==> src/rtl/jk_excitation_counter.sv <==
// jk_excitation_counter: up/down/load counter built from JK flip-flops driven by excitation logic
module jk_excitation_counter #(
  parameter int WIDTH = 4
) (
  input  logic             clk,
  input  logic             rst,
  input  logic             en,
  input  logic             up,
  input  logic             load,
  input  logic [WIDTH-1:0] d,
  output logic [WIDTH-1:0] Q,
  output logic [WIDTH-1:0] nQ,
  output logic [WIDTH-1:0] j,
  output logic [WIDTH-1:0] k,
  output logic             tc,
  output logic             wrap
);
  logic [WIDTH-1:0] n;
  always_comb begin
    n  = rst ? '0 : load ? d : en ? (up ? Q + 1'b1 : Q - 1'b1) : Q;
    j  = n & ~Q;
    k  = ~n & Q;
    tc = en & ~load & ~rst & (up ? &Q : ~|Q);
  end
  assign nQ = ~Q;
  always_ff @(posedge clk) begin
    Q    <= rst ? '0 : (j & ~Q) | (~k & Q);
    wrap <= rst ? 1'b0 : tc;
  end
endmodule
==> config.mk <==
export PLATFORM = sky130hd
export DESIGN_NAME = jk_excitation_counter
export DESIGN_NICKNAME = d
export VERILOG_FILES = /design/src/rtl/jk_excitation_counter.sv
export SDC_FILE = /design/constraint.sdc
export NUM_CORES = 1
export LEC_CHECK = 0
export CAP_MARGIN = 5
export CORE_AREA = 2 2 39 41
export DETAILED_ROUTE_END_ITERATION = 10
export DIE_AREA = 0 0 41 43
export DONT_BUFFER_PORTS = 1
export SYNTH_ARGS = -nofsm -noshare
export SYNTH_HDL_FRONTEND = slang
export SYNTH_SLANG_ARGS = --single-unit
==> constraint.sdc <==
create_clock -name clk -period 1.76 [get_ports clk]
set_clock_uncertainty 0.15 [all_clocks]
set_input_delay 0.088 -clock clk [delete_from_list [all_inputs] [get_ports clk]]
set_output_delay 0.088 -clock clk [all_outputs]
set_load 0.01 [all_outputs]
==> out/qor.yml <==
power_and_ir_drop:
  internal_power_uw: 310
  ir_drop_mv: 0.285
  p_sw_uw: 171
  p_leak_nw: 0.345
  switching_share: 0.356
  powerDensity_mw_per_mm2: 652
  power_frac_comb: 0.427
  pwr-share-seq: 0.268
  clockPowerShare: 0.304
grt:
  grt_util_met1: 0.217
  grt_first_pass_wirelength_mm: 2.30
  grt.overflow.total: 0
  grt_pass1_vias: 513
  met3_usage: 0.0733
  grt_usage: 0.200
  busiest_layer: "met2"
  grt_antenna_before_repair: 0
  grt_start_max_net_pins: 9
  globalRouteMet2Util: 0.303
cells_and_area:
  layout-drive-gt1-share: 0.391
  finalInstanceArea_um2: 738
  n_antenna_cell: 0
  fin_nets: 100
  finalNonFillerCells: 103
  areaGrowthSynthToFinish_pct: 54.9
synth:
  ys_ff_latch: 5
  yosys_warnings: 0
  syn_nets: 78
  avgSynthCellArea_um2: 7.22
  yosysUniqueCellTypes: 28
  ys_seq_area_frac: 0.210
  syn_inst: 66
  mappedNetlistArea_um2: 477
critical_path:
  crit_type: "reg2out"
  cp-end-kind: "primary output"
  crit_path_max_fanout: 4
  crit_required_ns: 1.52
  slowest_delay_ns: 0.42
  arrival_ns: 1.73
  critical_path.slowest_cell: "fa_2"
  crit_chain: "inv_4, fa_2, a211o_1, a21o_1, nor2_2"
  critPathLaunchType: "register"
flow_run:
  max-cap-violations: 0
route:
  ant_nets: 0
  viasPerCell: 5.59
  wl_per_cell_um: 15.5
  initialDrtViolationCount: 24
  drt_pass1_iterations: 4
  vias: 576
  finalWirelength_mm: 1.60
  drc: 0
place:
  place_inst: 87
  place_hpwl_um: 971
  gp_congestion: 0.766
  port_buffers: 0
  dpl_worst_slack_ns: -0.00286
  dpl_cell_area_um2: 553
sta:
  worst_pin_slew_ns: 0.298
  period_needed_ns: 1.97
  setup_violations: 7
  tns_ns: -0.955
  layout_setup_ws_ns: -0.212
  slew_headroom: 0.799
  max_freq_mhz: 507
  slew_viol_final: 0
  hold_viol_final: 0
  rsz0062_at_grt: "yes"
  fin_crit_sh: 1.12
clock_tree:
  htreeDepth: 1
  cts.sinks: 5
  clk_pin_slew_ns: 0.05
  cts_tree: "done"
  cts_root_buf: "clkbuf_4"
  cts_made_buffers: 3
  cts_buffer_depth: 2
  clk_latency_ns: 0.26
hold_path:
  hold_path_class: "in2reg"
die:
  num_rows: 14
  die_area_mm2: 0.00176
  core-area_mm2: 0.00138
  initial_core_util: 0.344
  die_h_um: 43
  fp.dieW_um: 41
  design.portCount: 27
outcome:
  status: "complete, but fails checks"
  violations: "setup timing"
-- critical path, delay by kind of cell (launching register included) --
| kind | cells | cell delay (ns) |
|---|---|---|
| simple gates | 1 | 0.16 |
| fa+ha+maj | 1 | 0.42 |
| flops | 1 | 0.36 |
| buf+inv | 1 | 0.06 |
| compound gates | 2 | 0.47 |
-- flip-flops by register name, indices dropped and copies added, names as in the netlist --
register  flops
wrap          1
Q             4
-- per-stage QoR --
step	hold slack, ns	total power, mW	utilization
detailed placement	0.0319	0.276	0.400
global route	0.0153	0.506	0.533
global placement	0.0242	0.273	0.400
CTS	-0.00280	0.469	0.510
finish	0.0229	0.482	0.533
floorplan	0.166	0.245	-
-- layout make-up --
cell class                 count  area (um2)
fill                         128         646
multi-input combinational     49         377
timing repair buffer          21         175
sequential                     5         108
inverter                       8        32.5
clock buffer                   4        26.3
tap                           16        20.0
-- cell families (layout without fill, tap and decap cells) --
group	count (synthesis)	count (layout)	synth area share
AND/OR/NAND/NOR	28	28	0.305
flip-flops	5	5	0.210
adder cells (fa/ha/maj)	3	3	0.0945
buffers and inverters	12	33	0.108
AO/OA/AOI/OAI	15	15	0.228
XOR/XNOR	3	3	0.0551
-- path summary, 6_finish.rpt --
path | startpoint | end | slack (ns) | cells past startpoint
max | Q[1] | j[1] | -0.21 | 5
min | up | Q[3] | 0.02 | 3
max reg2reg | Q[1] | Q[1] | -0.06 | 7
min reg2reg | Q[2] | Q[2] | 0.51 | 3
-- power groups by stage --
stage | Combinational, mW | Sequential (mW) | Clock (mW)
finish | 0.206 | 0.129 | 0.147
global route | 0.222 | 0.130 | 0.154
CTS | 0.190 | 0.128 | 0.150
detailed placement | 0.145 | 0.131 | 0
global placement | 0.144 | 0.129 | 0
floorplan | 0.103 | 0.141 | 0
-- synthesized netlist by cell type (all sizes together) --
master	number	share of area
a211o	1	0.018
ha	2	0.052
o31ai	1	0.016
nand2	3	0.024
o21ai	3	0.031
nor3	9	0.094
buf	3	0.037
fa	1	0.042
and2	2	0.029
a21oi	4	0.050
nor4	1	0.013
nand3	2	0.021
xnor2	3	0.055
clkbuf	1	0.0079
and3	1	0.013
dfxtp	5	0.21
nor2	5	0.039
nor2b	1	0.013
o41ai	1	0.034
a21o	3	0.047
inv	8	0.063
nor4b	1	0.018
o21bai	1	0.016
o21a	1	0.016
nand2b	3	0.039
-- repair_timing --
action / CTS / global route
gates resized for setup: 6 / 5
cloned: 0 / 0
hold buffers: 6 / 0
pin swaps: 8 / 1
endpoints found under the hold margin: 5 / 0
setup endpoints to repair: 6 / 8
setup buffers: 4 / 2
-- cells in the final DEF, fill, tap and decap left out, types with 2 or more instances in the layout --
master	count
clkbuf_4	3
nor2_1	4
dfxtp_4	2
a21o_1	3
buf_4	15
xnor2_2	2
dlygate4sd3_1	5
nand3_1	2
inv_1	5
a21oi_1	2
o21ai_0	3
nand2b_1	3
nor3_1	8
nand2_1	3
dfxtp_1	3
inv_2	2
-- per-layer routing --
layer,up-vias,share of wire,wire (um)
met5,-,0,0
met4,0,0.044,71
met3,9,0.085,136
met2,33,0.51,809
met1,266,0.36,578
li1,268,-,-
No activity file was read; power rests on OpenSTA's default activity.
